--- src/rtl/program_sequencer.sv ---
// rtl/program_sequencer.sv - control-flow sequencer: pc, return stack, data stack pointer, kernel/user mode
// Purpose: executes one decoded instruction per instr_valid strobe.
//          Single-cycle ops are JMP/CALL/RET/SYS/GSA/SWITCH/no-op.
//          PUSH and POP hold the sequencer busy while data memory answers.
// Ports:   clk, reset (sync, active-high), instr_valid, decoder flags, alu_result in;
//          pc, kernel_mode, busy out;
//          data memory: mem_req/mem_we/mem_addr/mem_wdata out, mem_rdata/mem_ack in;
//          register file write: reg_we/reg_waddr/reg_wdata;
//          ctx_pulse/ctx_id (context switch), sys_pulse/sys_code (syscall), fault.
// Option:  define SEQ_STACK_GUARD_EN for return-stack overflow/underflow protection
//          with a sticky fault flag; otherwise the stack wraps silently and fault is 0.
module program_sequencer #(
    parameter int          PC_W         = 16,
    parameter int          RSTACK_DEPTH = 8,
    parameter logic [15:0] SP_RESET     = 16'hFFFF,
    parameter logic [15:0] SYS_VECTOR   = 16'h0010
) (
    input  logic            clk,
    input  logic            reset,
    input  logic            instr_valid,
    input  logic            JMP_flag,
    input  logic            CALL_flag,
    input  logic            RET_flag,
    input  logic            PUSH_flag,
    input  logic            POP_flag,
    input  logic            GSA_flag,
    input  logic            SWITCH_flag,
    input  logic            SYS_flag,
    input  logic            Kernel_flag,
    input  logic [31:0]     alu_result,
    output logic [PC_W-1:0] pc,
    output logic            kernel_mode,
    output logic            busy,
    output logic            mem_req,
    output logic            mem_we,
    output logic [15:0]     mem_addr,
    output logic [31:0]     mem_wdata,
    input  logic [31:0]     mem_rdata,
    input  logic            mem_ack,
    output logic            reg_we,
    output logic [7:0]      reg_waddr,
    output logic [31:0]     reg_wdata,
    output logic            ctx_pulse,
    output logic [23:0]     ctx_id,
    output logic            sys_pulse,
    output logic [23:0]     sys_code,
    output logic            fault
);

    localparam int RSP_W = $clog2(RSTACK_DEPTH);
    localparam logic [PC_W-1:0] SYS_PC = PC_W'(SYS_VECTOR);

    typedef enum logic [1:0] {IDLE, MEM_WR, MEM_RD, WB} state_t;

    state_t            state, next_state;
    logic [15:0]       sp;
    logic [RSP_W-1:0]  rsp;
    logic [RSP_W-1:0]  rsp_dec;
    logic [PC_W-1:0]   rstack [RSTACK_DEPTH];
    logic [PC_W-1:0]   pc_inc;

    logic accept;
    logic op_sys, op_call, op_ret, op_jmp, op_push, op_pop, op_gsa, op_switch;
    logic stack_full, stack_empty;
    logic push_fault, pop_fault;
    logic stack_push;

    // Flag priority: SYS > CALL > RET > JMP > PUSH > POP > GSA > SWITCH.
    assign op_sys    = SYS_flag;
    assign op_call   = !SYS_flag && CALL_flag;
    assign op_ret    = !SYS_flag && !CALL_flag && RET_flag;
    assign op_jmp    = !SYS_flag && !CALL_flag && !RET_flag && JMP_flag;
    assign op_push   = !SYS_flag && !CALL_flag && !RET_flag && !JMP_flag && PUSH_flag;
    assign op_pop    = !SYS_flag && !CALL_flag && !RET_flag && !JMP_flag && !PUSH_flag && POP_flag;
    assign op_gsa    = !SYS_flag && !CALL_flag && !RET_flag && !JMP_flag && !PUSH_flag && !POP_flag
                       && GSA_flag;
    assign op_switch = !SYS_flag && !CALL_flag && !RET_flag && !JMP_flag && !PUSH_flag && !POP_flag
                       && !GSA_flag && SWITCH_flag;

    assign accept  = instr_valid && (state == IDLE);
    assign pc_inc  = pc + 1'b1;
    assign rsp_dec = rsp - 1'b1;

`ifdef SEQ_STACK_GUARD_EN
    localparam logic [RSP_W:0] OCC_FULL = RSTACK_DEPTH[RSP_W:0];
    logic [RSP_W:0] occ;

    assign stack_full  = (occ == OCC_FULL);
    assign stack_empty = (occ == '0);

    always_ff @(posedge clk) begin
        if (reset) begin
            occ   <= '0;
            fault <= 1'b0;
        end else if (accept) begin
            if (push_fault || pop_fault) begin
                fault <= 1'b1;
            end else if (op_sys || op_call) begin
                occ <= occ + 1'b1;
            end else if (op_ret) begin
                occ <= occ - 1'b1;
            end
        end
    end
`else
    assign stack_full  = 1'b0;
    assign stack_empty = 1'b0;
    assign fault       = 1'b0;
`endif

    assign push_fault = (op_sys || op_call) && stack_full;
    assign pop_fault  = op_ret && stack_empty;
    assign stack_push = accept && (op_sys || op_call) && !stack_full && !reset;

    // Memory-facing strobes come straight off the state register.
    assign busy    = (state != IDLE);
    assign mem_req = (state == MEM_WR) || (state == MEM_RD);
    assign mem_we  = (state == MEM_WR);

    always_ff @(posedge clk) begin
        if (reset) state <= IDLE;
        else       state <= next_state;
    end

    always_comb begin
        next_state = state;
        unique case (state)
            IDLE: begin
                if (accept && op_push)     next_state = MEM_WR;
                else if (accept && op_pop) next_state = MEM_RD;
            end
            MEM_WR:  if (mem_ack) next_state = IDLE;
            MEM_RD:  if (mem_ack) next_state = WB;
            WB:      next_state = IDLE;
            default: next_state = IDLE;
        endcase
    end

    always_ff @(posedge clk) begin
        if (stack_push) rstack[rsp] <= pc_inc;
    end

    always_ff @(posedge clk) begin
        if (reset) begin
            pc          <= '0;
            kernel_mode <= 1'b1;
            sp          <= SP_RESET;
            rsp         <= '0;
            mem_addr    <= '0;
            mem_wdata   <= '0;
            reg_we      <= 1'b0;
            reg_waddr   <= '0;
            reg_wdata   <= '0;
            ctx_pulse   <= 1'b0;
            ctx_id      <= '0;
            sys_pulse   <= 1'b0;
            sys_code    <= '0;
        end else begin
            reg_we    <= 1'b0;
            ctx_pulse <= 1'b0;
            sys_pulse <= 1'b0;
            unique case (state)
                IDLE: if (accept) begin
                    if (op_sys) begin
                        sys_pulse <= 1'b1;
                        sys_code  <= alu_result[23:0];
                        if (push_fault) begin
                            pc <= pc_inc;
                        end else begin
                            rsp         <= rsp + 1'b1;
                            kernel_mode <= 1'b1;
                            pc          <= SYS_PC;
                        end
                    end else if (op_call) begin
                        if (push_fault) begin
                            pc <= pc_inc;
                        end else begin
                            rsp <= rsp + 1'b1;
                            pc  <= alu_result[PC_W-1:0];
                        end
                    end else if (op_ret) begin
                        if (pop_fault) begin
                            pc <= pc_inc;
                        end else begin
                            rsp <= rsp_dec;
                            pc  <= rstack[rsp_dec];
                        end
                    end else if (op_jmp) begin
                        pc <= alu_result[PC_W-1:0];
                        if (Kernel_flag) kernel_mode <= 1'b0;
                    end else if (op_push) begin
                        // sp moves at accept so a reset mid-write leaves no partial state.
                        sp        <= sp - 1'b1;
                        mem_addr  <= sp - 1'b1;
                        mem_wdata <= alu_result;
                    end else if (op_pop) begin
                        mem_addr  <= sp;
                        reg_waddr <= alu_result[7:0];
                    end else if (op_gsa) begin
                        reg_we    <= 1'b1;
                        reg_waddr <= alu_result[7:0];
                        reg_wdata <= {16'b0, sp};
                        pc        <= pc_inc;
                    end else if (op_switch) begin
                        if (kernel_mode) begin
                            ctx_id    <= alu_result[23:0];
                            ctx_pulse <= 1'b1;
                        end
                        pc <= pc_inc;
                    end else begin
                        pc <= pc_inc;
                    end
                end
                MEM_WR: if (mem_ack) pc <= pc_inc;
                MEM_RD: if (mem_ack) begin
                    // reg_we is registered, so it is high during the WB cycle.
                    reg_we    <= 1'b1;
                    reg_wdata <= mem_rdata;
                    sp        <= sp + 1'b1;
                end
                WB:      pc <= pc_inc;
                default: ;
            endcase
        end
    end

endmodule

--- config.mk ---
export PLATFORM = sky130hd
export DESIGN_NAME = program_sequencer
export DESIGN_NICKNAME = d
export VERILOG_FILES = /design/src/rtl/program_sequencer.sv
export SDC_FILE = /design/constraint.sdc
export NUM_CORES = 1
export LEC_CHECK = 0
export BUFFER_PORTS_ARGS = -buffer_cell sky130_fd_sc_hd__buf_2
export CORE_UTILIZATION = 25
export DETAILED_ROUTE_END_ITERATION = 8
export HOLD_SLACK_MARGIN = 0.1
export PLACE_DENSITY = 0.41
export REMOVE_ABC_BUFFERS = 1
export SYNTH_ARGS = -nofsm -noshare
export SYNTH_HDL_FRONTEND = slang
export SYNTH_SLANG_ARGS = --single-unit
--- constraint.sdc ---
create_clock -name clk -period 4.4 [get_ports clk]
set_input_delay 0.66 -clock clk [delete_from_list [all_inputs] [get_ports clk]]
set_output_delay 0.66 -clock clk [all_outputs]
set_load 0.005 [all_outputs]
==> impl_metrics.tcl, run 1 <==
set metrics [dict create \
    skew_ns 0.0255 \
    grt_pass1_wl_mm 65.2 \
    intPower_mw 5.40 \
    worst_pin_slew_ns 1.01 \
    grt_max_degree 69 \
    ys_seq_area_share_pct 56.6 \
    netlist_area_sq_um 13100 \
    cp_max_fo 19 \
    yosysMostFrequentCell "nand2_1" \
    rows 83 \
    fp.dieW_um 231 \
    drt-pass1-iter-count 4 \
    cp-start-kind "flop" \
    r2r-start "state[0]" \
    htree_levels 2 \
    max_freq_mhz 330 \
    nFillCells 5356 \
    cp_data_arrival_time_ns 3.51 \
    cts_resized 0 \
    critPathKind "flop to flop" \
    ys_types 71 \
    syn_inst 1218 \
    hold_path_end "mem_wdata[29]" \
    place_inst 2068 \
    switchingPower_mw 2.14 \
    cap_violations 0 \
    hold_start "alu_result[29]" \
    drive_gt1_share_pct 26.8 \
    min_period_ns 3.03 \
    r2r_end "pc[4]" \
    setup.worst_path.end_class "flop" \
    drc 0 \
    multi_input_area_sq_um 5210 \
    cts_buffers 36 \
    synth_edf_count 128 \
    drtAntennaViolNets 0 \
    avgSynthCellArea_sq_um 10.7 \
    clock-sinks 305 \
    n_antenna_cell 0 \
    reg2reg_slack_ns 1.37 \
    worstRegToRegCells 7 \
    die_height_um 231 \
    synth_common_cells "nand2_1, dfxtp_1, edfxtp_1" \
    switching_share_pct 28.4 \
    insertion_delay_ns 0.55 \
    synth_top_area_share_pct 29.4 \
    power_frac_comb_pct 17.2 \
    p_leak_nw 5.94 \
    ir_worst_vdd_mv 0.250 \
    layout.nets 1512 \
    grt_pass1_vias 10200 \
    yosys_warnings 0 \
    clock_path_buffers 3 \
    seq_area_sq_um 7390 \
    grt_usage_pct 16.2 \
    clkPwrFrac_pct 39.6 \
    num_io_pins 237 \
    start_util_pct 25.4 \
    cts_tree "yes" \
    totalWireLength_mm 43.3 \
    synth_async_sr_flop_share_pct 0 \
    port_buffers 235 \
    drt_iter0_drc 519 \
    core_area_sq_um 51400 \
    ys_seq_elements 305 \
    setup-tns-final_ns 0 \
    antenna_found_initial 5 \
    hold_class "primary input to flop" \
    status "complete, no violations" \
    dieArea_sq_um 53100 \
    p_total_mw 7.55 \
    synth.area.top_cells "edfxtp_1, dfxtp_1, nand2_1" \
    setup_viol 0 \
    area_delta_synth_final_pct 23.7 \
    hold-worst-slack_ns 0.346 \
    synth_flop_cell "dfxtp_1" \
    power_density_nw_per_um2 468 \
    utilization_pct 31.4 \
    whs_path_depth 3 \
    maxSlewViolCount 0 \
    rsz0062_at_grt "false" \
    cts-root-buf "clkbuf_16" \
    yosysTopAreaCell "edfxtp_1" \
    globalRouteOverflowTotal 0 \
    period_share_pct 68.9 \
    slew_headroom_pct 33.0 \
    hpwl_mm 29.3 \
    worstPathRequired_ns 4.88 \
    vias 10200 \
    wire_per_inst_um 20.3 \
    seqPwrFrac_pct 43.1 \
    post-cts-setup-buffers 0 \
    instances_no_fill 2133 \
    hold_violations 0 \
    gp_congestion 0.815 \
    vias_per_cell 4.77 \
    clk_pin_slew_worst_paths_ns 0.06 \
    holdBufCountCts 0 \
]
[area by class of cell]
cell class	instances	share of cell area (%)
timing repair buffer	266	8.98
clock inverter	16	1.10
multi-input combinational	799	32.3
sequential	305	45.8
inverter	18	0.419
clock buffer	49	6.19
tap	680	5.27
[state kept, by name, indices dropped and copies added (netlist names), 3 cells and up]
signal,cells
ctx_id,24
mem_addr,16
mem_wdata,32
pc,16
reg_waddr,8
reg_wdata,32
rsp,3
rstack,128
sp,16
sys_code,24
[cells by family (layout without fill, tap and decap cells)]
family	after synthesis	count (layout)	share of synthesized area, %
AND/OR/NAND/NOR	439	439	15.8
flip-flops	305	305	56.6
AO/OA/AOI/OAI	250	250	12.5
buffers and inverters	114	349	3.85
multiplexers	58	58	7.53
XOR/XNOR	42	42	2.82
adder cells (fa/ha/maj)	9	9	0.863
other	1	1	0.0287
[worst max path at each step]
stage	start	depth (start not counted)	endpoint	slack, ns
6_report	state[0]	7	pc[4]	1.37
5_1_grt	state[0]	7	pc[15]	1.17
4_1_cts	state[0]	7	pc[4]	1.33
3_5_place_dp	RET_flag	6	state[1]	1.13
3_3_place_gp	RET_flag	6	pc[15]	1.18
2_1_floorplan	rsp[0]	7	pc[1]	0.47
[layout by cell type, fill, tap and decap left out, drive strengths merged, types with 7 or more instances in the layout]
| master | instances |
|---|---|
| buf | 266 |
| nand2 | 201 |
| o21ai | 24 |
| a22o | 25 |
| or2 | 8 |
| or4 | 9 |
| o211ai | 12 |
| ha | 9 |
| clkinv | 10 |
| nor3 | 28 |
| nor4 | 20 |
| mux2i | 24 |
| a31oi | 7 |
| a21oi | 101 |
| xnor2 | 25 |
| mux4 | 32 |
| edfxtp | 128 |
| or3 | 11 |
| a211oi | 37 |
| and2 | 7 |
| xor2 | 17 |
| inv | 19 |
| dfxtp | 177 |
| clkbuf | 49 |
| nand3 | 42 |
| nor2 | 78 |
| nand4 | 11 |
[stage by stage]
step	area (sq um)	setup WS [ns]
floorplan	12600	0.466
CTS	16100	1.33
detailed placement	15000	1.13
finish	16100	1.37
global placement	15000	1.18
global route	16100	1.17
[power by group through the flow]
| stage | clock, mW | combinational (mW) | sequential [mW] |
|---|---|---|---|
| after detailed placement | 0 | 1.31 | 3.32 |
| after CTS | 3.09 | 1.32 | 3.26 |
| after global routing | 3.19 | 1.43 | 3.27 |
| after global placement | 0 | 1.31 | 3.32 |
| final | 2.99 | 1.30 | 3.26 |
| after floorplan | 0 | 0.734 | 3.31 |
[worst max-delay path, cell delays in order (launching register included)]
cell and delay (ns):
dfxtp_1 0.39, inv_1 0.08, ha_1 0.35, nor2b_1 0.23, nor3_2 0.50, nand2_1 0.62
or4_1 0.68, o22ai_1 0.13
[layer usage]
layer,GRT usage [%],share of wire [%]
met2,25.7,46
met4,5.82,2.9
met1,21.3,44
met5,0,0.16
met3,4.01,6.8
(Power assumes the default switching activity.)
==> run 2: changes to the inputs <==
--- a/config.mk
+++ b/config.mk
@@ -9,7 +9,7 @@
 export CORE_UTILIZATION = 25
 export DETAILED_ROUTE_END_ITERATION = 8
 export HOLD_SLACK_MARGIN = 0.1
-export PLACE_DENSITY = 0.41
+export PLACE_DENSITY = 0.43
 export REMOVE_ABC_BUFFERS = 1
 export SYNTH_ARGS = -nofsm -noshare
 export SYNTH_HDL_FRONTEND = slang
==> constraint.sdc (replaced) <==
create_clock -name clk -period 2.5 [get_ports clk]
set_input_delay 0.375 -clock clk [delete_from_list [all_inputs] [get_ports clk]]
set_output_delay 0.375 -clock clk [all_outputs]
set_load 0.005 [all_outputs]
==> impl_metrics.tcl, run 2 (same netlist as run 1, synthesis figures left out) <==
set metrics [dict create \
    maxSlewViolCount 0 \
    area_delta_synth_final_pct 30.2 \
    place_inst 2127 \
    antenna_found_initial 5 \
    most-common-layout-cells "buf_2, nand2_1, dfxtp_1, edfxtp_1, a21oi_1" \
    hold_class "primary input to flop" \
    drt-pass1-iter-count 5 \
    cts-root-buf "clkbuf_16" \
    worstPathRequired_ns 2.97 \
    cts_buffers 37 \
    port_buffers 235 \
    placed_area_sq_um 15500 \
    dieArea_sq_um 53100 \
    hold_violations 0 \
    ir_worst_vdd_mv 0.409 \
    core_area_sq_um 51400 \
    worst_pin_slew_ns 0.910 \
    drt_iter0_drc 671 \
    final_common_cell "buf_2" \
    die_height_um 231 \
    status "complete, no violations" \
    min_period_ns 2.38 \
    wire_per_inst_um 19.5 \
    instances_no_fill 2228 \
    grt_usage_pct 16.2 \
    fp.dieW_um 231 \
    setup.worst_path.end_class "flop" \
    power_density_nw_per_um2 791 \
    insertion_delay_ns 0.56 \
    globalRouteOverflowTotal 0 \
    totalWireLength_mm 43.4 \
    drc 0 \
    slew_headroom_pct 38.9 \
    p_total_mw 13.5 \
    cp_max_fo 14 \
    largest_register_ffs 128 \
    rows 83 \
    setup_viol 0 \
    post-cts-setup-buffers 0 \
    clock-sinks 305 \
    gp_congestion 0.820 \
    drtAntennaViolNets 0 \
    cp-start-kind "primary input" \
    rsz0062_at_grt "false" \
    grt_pass1_wl_mm 65.0 \
    regMostFlops "rstack" \
    critPathKind "primary input to flop" \
    grt_max_degree 136 \
    skew_ns 0.0171 \
    htree_levels 2 \
    clock_path_buffers 3 \
    vias 10500 \
    cts_tree "yes" \
    design_area_sq_um 17000 \
    hpwl_mm 30.1 \
    vias_per_cell 4.71 \
    grt_pass1_vias 10200 \
    period_share_pct 95.3 \
    max_freq_mhz 420 \
    num_io_pins 237 \
    cap_violations 0 \
    p_leak_nw 6.39 \
    start_util_pct 25.4 \
    layout.nets 1605 \
    drive_gt1_share_pct 28.8 \
    clk_pin_slew_worst_paths_ns 0.06 \
    setup-tns-final_ns 0 \
    cp_data_arrival_time_ns 2.85 \
    top_regs "rstack: 128 flops, mem_wdata: 32 flops, reg_wdata: 32 flops" \
    hold-worst-slack_ns 0.143 \
]
-- run 2: layout make-up --
| class | count | area, sq um |
|---|---|---|
| Multi-Input combinational cell | 799 | 5200 |
| Clock buffer | 51 | 1030 |
| Clock inverter | 13 | 125 |
| Tap cell | 680 | 851 |
| Timing Repair Buffer | 358 | 2320 |
| Antenna cell | 4 | 10.0 |
| Fill cell | 5287 | 34400 |
| Inverter | 18 | 67.6 |
| Sequential cell | 305 | 7390 |
-- run 2: routing by layer --
metal	global-route usage (%)	share of wire, %	up-vias
li1	-	-	5035
met1	20.2	42	5076
met2	26.6	48	314
met3	3.80	6.6	72
met4	6.62	3.2	2
met5	0	0.028	-
-- run 2: worst paths after layout --
| path | start | to | slack (ns) | cells after the start |
|---|---|---|---|---|
| setup / recovery | SYS_flag | reg_wdata[16] | 0.12 | 9 |
| hold / removal | alu_result[3] | ctx_id[3] | 0.14 | 3 |
| setup reg to reg | rsp[1] | pc[8] | 0.15 | 9 |
| hold reg to reg | mem_wdata[16] | mem_wdata[16] | 0.45 | 2 |
-- run 2: critical path, stage by stage --
cell	delay, ns
dlygate4sd3_1	0.55
buf_2	0.16
or4_1	0.53
buf_4	0.22
o31ai_2	0.27
and2_2	0.26
buf_4	0.23
nand3_1	0.10
a21oi_1	0.15
-- run 2: power by group --
part           switching [mW]  internal [mW]
Clock                    2.15           3.01
Sequential              0.175           5.52
Combinational            1.51           1.09
Total                    3.84           9.61
-- run 2: stage by stage --
step	util [%]	setup slack (ns)
floorplan	-	-1.43
finish	33.1	0.117
CTS	33.0	0.141
detailed placement	30.1	0.129
global route	33.1	0.0162
global placement	30.1	0.117
-- run 2: what timing repair did --
action / in CTS / in global routing
hold endpoints to repair: 49 / 0
hold buffers: 33 / 0
endpoints found under the setup margin: 0 / 1
gates resized for setup: 0 / 1
==> run 3: changes to the inputs <==
--- a/config.mk
+++ b/config.mk
@@ -5,11 +5,12 @@
 export SDC_FILE = /design/constraint.sdc
 export NUM_CORES = 1
 export LEC_CHECK = 0
+export ABC_AREA = 1
 export BUFFER_PORTS_ARGS = -buffer_cell sky130_fd_sc_hd__buf_2
 export CORE_UTILIZATION = 25
 export DETAILED_ROUTE_END_ITERATION = 8
 export HOLD_SLACK_MARGIN = 0.1
-export PLACE_DENSITY = 0.43
+export PLACE_DENSITY = 0.42
 export REMOVE_ABC_BUFFERS = 1
 export SYNTH_ARGS = -nofsm -noshare
 export SYNTH_HDL_FRONTEND = slang
==> impl_metrics.tcl, run 3 <==
set metrics [dict create \
    status "complete, no violations" \
    insertion_delay_ns 0.55 \
    multi_input_area_sq_um 5310 \
    seqPwrFrac_pct 36.2 \
    yosysTopAreaCell "edfxtp_1" \
    die_height_um 235 \
    synth.area.top_cells "edfxtp_1, dfxtp_1, nand2_1" \
    antenna_found_initial 6 \
    cts_tree "yes" \
    clk_pin_slew_worst_paths_ns 0.06 \
    yosysMostFrequentCell "nand2_1" \
    most-common-layout-cells "nand2_1, buf_2, a21oi_1, dfxtp_1, nand3_1" \
    hold_path_end "ctx_id[0]" \
    port_buffers 235 \
    grt_pass1_vias 11900 \
    ys_seq_elements 305 \
    cp_max_fo 10 \
    avgSynthCellArea_sq_um 8.27 \
    r2r_end "rstack[2][9]" \
    synth_common_cells "nand2_1, a21oi_1, dfxtp_1" \
    rows 85 \
    drc 0 \
    cts_resized 0 \
    core_area_sq_um 53700 \
    timing.critical_path.buf_inv 3 \
    clock_path_buffers 3 \
    htree_levels 2 \
    vias_per_cell 4.61 \
    hold_class "primary input to flop" \
    skew_ns 0.0188 \
    ys_seq_area_share_pct 54.4 \
    post-place-ws_ns 0.324 \
    p_leak_nw 7.54 \
    clkPwrFrac_pct 34.5 \
    syn_inst 1642 \
    cp-start-kind "flop" \
    drtAntennaViolNets 0 \
    drt_iter0_drc 640 \
    synth_async_sr_flop_share_pct 0 \
    worstPathRequired_ns 2.75 \
    final_common_cell "nand2_1" \
    switchingPower_mw 5.90 \
    setup-tns-final_ns 0 \
    synth_top_area_share_pct 28.3 \
    regMostFlops "rstack" \
    hpwl_mm 31.9 \
    hold_start "alu_result[0]" \
    ys_types 40 \
    cts_buffers 38 \
    min_period_ns 2.16 \
    grt_pass1_wl_mm 71.1 \
    power_density_nw_per_um2 978 \
    holdBufCountCts 35 \
    synth_edf_count 128 \
    setup_viol 0 \
    vias 12100 \
    worstRegToRegCells 9 \
    layout.nets 1995 \
    yosys_warnings 0 \
    cp_slowest_stage_delay_ns 0.34 \
    post-cts-setup-buffers 0 \
    utilization_pct 32.3 \
    critPathKind "flop to flop" \
    area_delta_synth_final_pct 27.5 \
    switching_share_pct 34.9 \
    globalRouteOverflowTotal 0 \
    netlist_area_sq_um 13600 \
    rsz0062_at_grt "false" \
    r2r-start "state[0]" \
    cap_violations 0 \
    top_regs "rstack: 128 flops, mem_wdata: 32 flops, reg_wdata: 32 flops" \
    nFillCells 5694 \
    start_util_pct 25.3 \
    place_inst 2530 \
    grt_max_degree 81 \
    largest_register_ffs 128 \
    cts-root-buf "clkbuf_16" \
    critical_path.top_delay_family "simple AND/OR/NAND/NOR gates" \
    max_freq_mhz 462 \
    num_io_pins 237 \
    cp_data_arrival_time_ns 2.41 \
    wire_per_inst_um 17.4 \
    worst_slack_ns 0.337 \
    path_common_cell "nand2_1" \
    p_total_mw 16.9 \
    maxSlewViolCount 0 \
    cpMaxStageDelayCell "dfxtp_1" \
    drive_gt1_share_pct 19.4 \
    synth_flop_cell "dfxtp_1" \
    period_share_pct 86.5 \
    instances_no_fill 2635 \
    ir_worst_vdd_mv 0.372 \
    reg2reg_slack_ns 0.34 \
    totalWireLength_mm 45.9 \
    clock-sinks 305 \
    path_cells "inv_1 > ha_1 > nand2_1 > inv_1 > nand2_1 > nor2_1 > nand2_1 > nor2_1 > buf_4" \
    hold_violations 0 \
    seq_area_sq_um 7390 \
    fp.dieW_um 235 \
    setup.worst_path.end_class "flop" \
    worst_pin_slew_ns 1.03 \
    gp_congestion 0.805 \
    grt_usage_pct 16.4 \
    power_frac_comb_pct 29.3 \
    intPower_mw 11.0 \
    slew_headroom_pct 31.4 \
    dieArea_sq_um 55300 \
    drt-pass1-iter-count 6 \
    whs_path_depth 3 \
]
## run 3: changes by cell type after synthesis, moves of 12 or more
cell	change
nand2_1	+161
o21ai_0	+122
nand3_1	+105
inv_1	+98
a21oi_1	+78
nor2_1	+52
a211oi_1	-35
mux4_2	-32
mux2i_1	-24
a22o_1	-23
nor3_1	+23
xnor2_1	-20
nor4_1	-16
buf_2	+12
## run 3: worst max-delay path by stage
stage              from       endpoint  slack, ns  cells after the start
2_1_floorplan    rsp[0]          pc[0]      -2.53                     10
5_1_grt        state[0]  reg_wdata[27]       0.09                     12
4_1_cts        state[0]  reg_wdata[27]       0.31                     12
3_5_place_dp   state[0]  rstack[2][11]       0.32                      9
3_3_place_gp   SYS_flag         pc[13]       0.33                     13
6_report       state[0]   rstack[2][9]       0.34                      9
## run 3: final cells by class
type                            instances  area share, %
Sequential cell                       305           42.6
Clock buffer                           48           6.43
Inverter                              123           2.66
Multi-Input combinational cell       1117           30.6
Clock inverter                         20           1.27
Tap cell                              696           5.03
Antenna cell                            2         0.0289
Timing Repair Buffer                  324           11.3
## run 3: through the flow
stage | hold WS (ns) | area (sq um)
final | 0.128 | 17300
after floorplan | 0.444 | 13200
after global routing | 0.125 | 17300
after detailed placement | 0.443 | 15600
after global placement | 0.438 | 15600
after CTS | 0.102 | 17300
## run 3: layer usage
layer / global-route usage (%) / part of all wire, % / vias to the layer above
met2: 27.7 / 48 / 249
met1: 20.9 / 45 / 5763
met5: 0 / 0.12 / -
li1: - / - / 6059
met4: 5.48 / 2.4 / 8
met3: 3.19 / 4.4 / 69
## run 3: power groups by stage
stage | clock network (mW) | registers (mW) | logic [mW]
after floorplan | 0 | 6.20 | 2.93
after global placement | 0 | 6.24 | 4.98
after detailed placement | 0 | 6.24 | 4.96
after CTS | 6.03 | 6.14 | 5.02
after global routing | 6.19 | 6.19 | 5.57
final | 5.85 | 6.14 | 4.96
## run 3: cells by family after synthesis
group,after synthesis,share of synthesized area (%)
xor+xnor,26,1.68
other cells,1,0.0276
flops,305,54.4
compound gates,365,14.1
simple gates,716,22.4
fa+ha+maj,9,0.829
buf+inv,220,6.57
## run 3: worst register-to-register path, delay by kind of cell, from the launching register on
family        cells  cell delay [ns]
fa+ha+maj         1             0.17
buf+inv           3             0.44
flops             1             0.34
simple gates      5             0.90
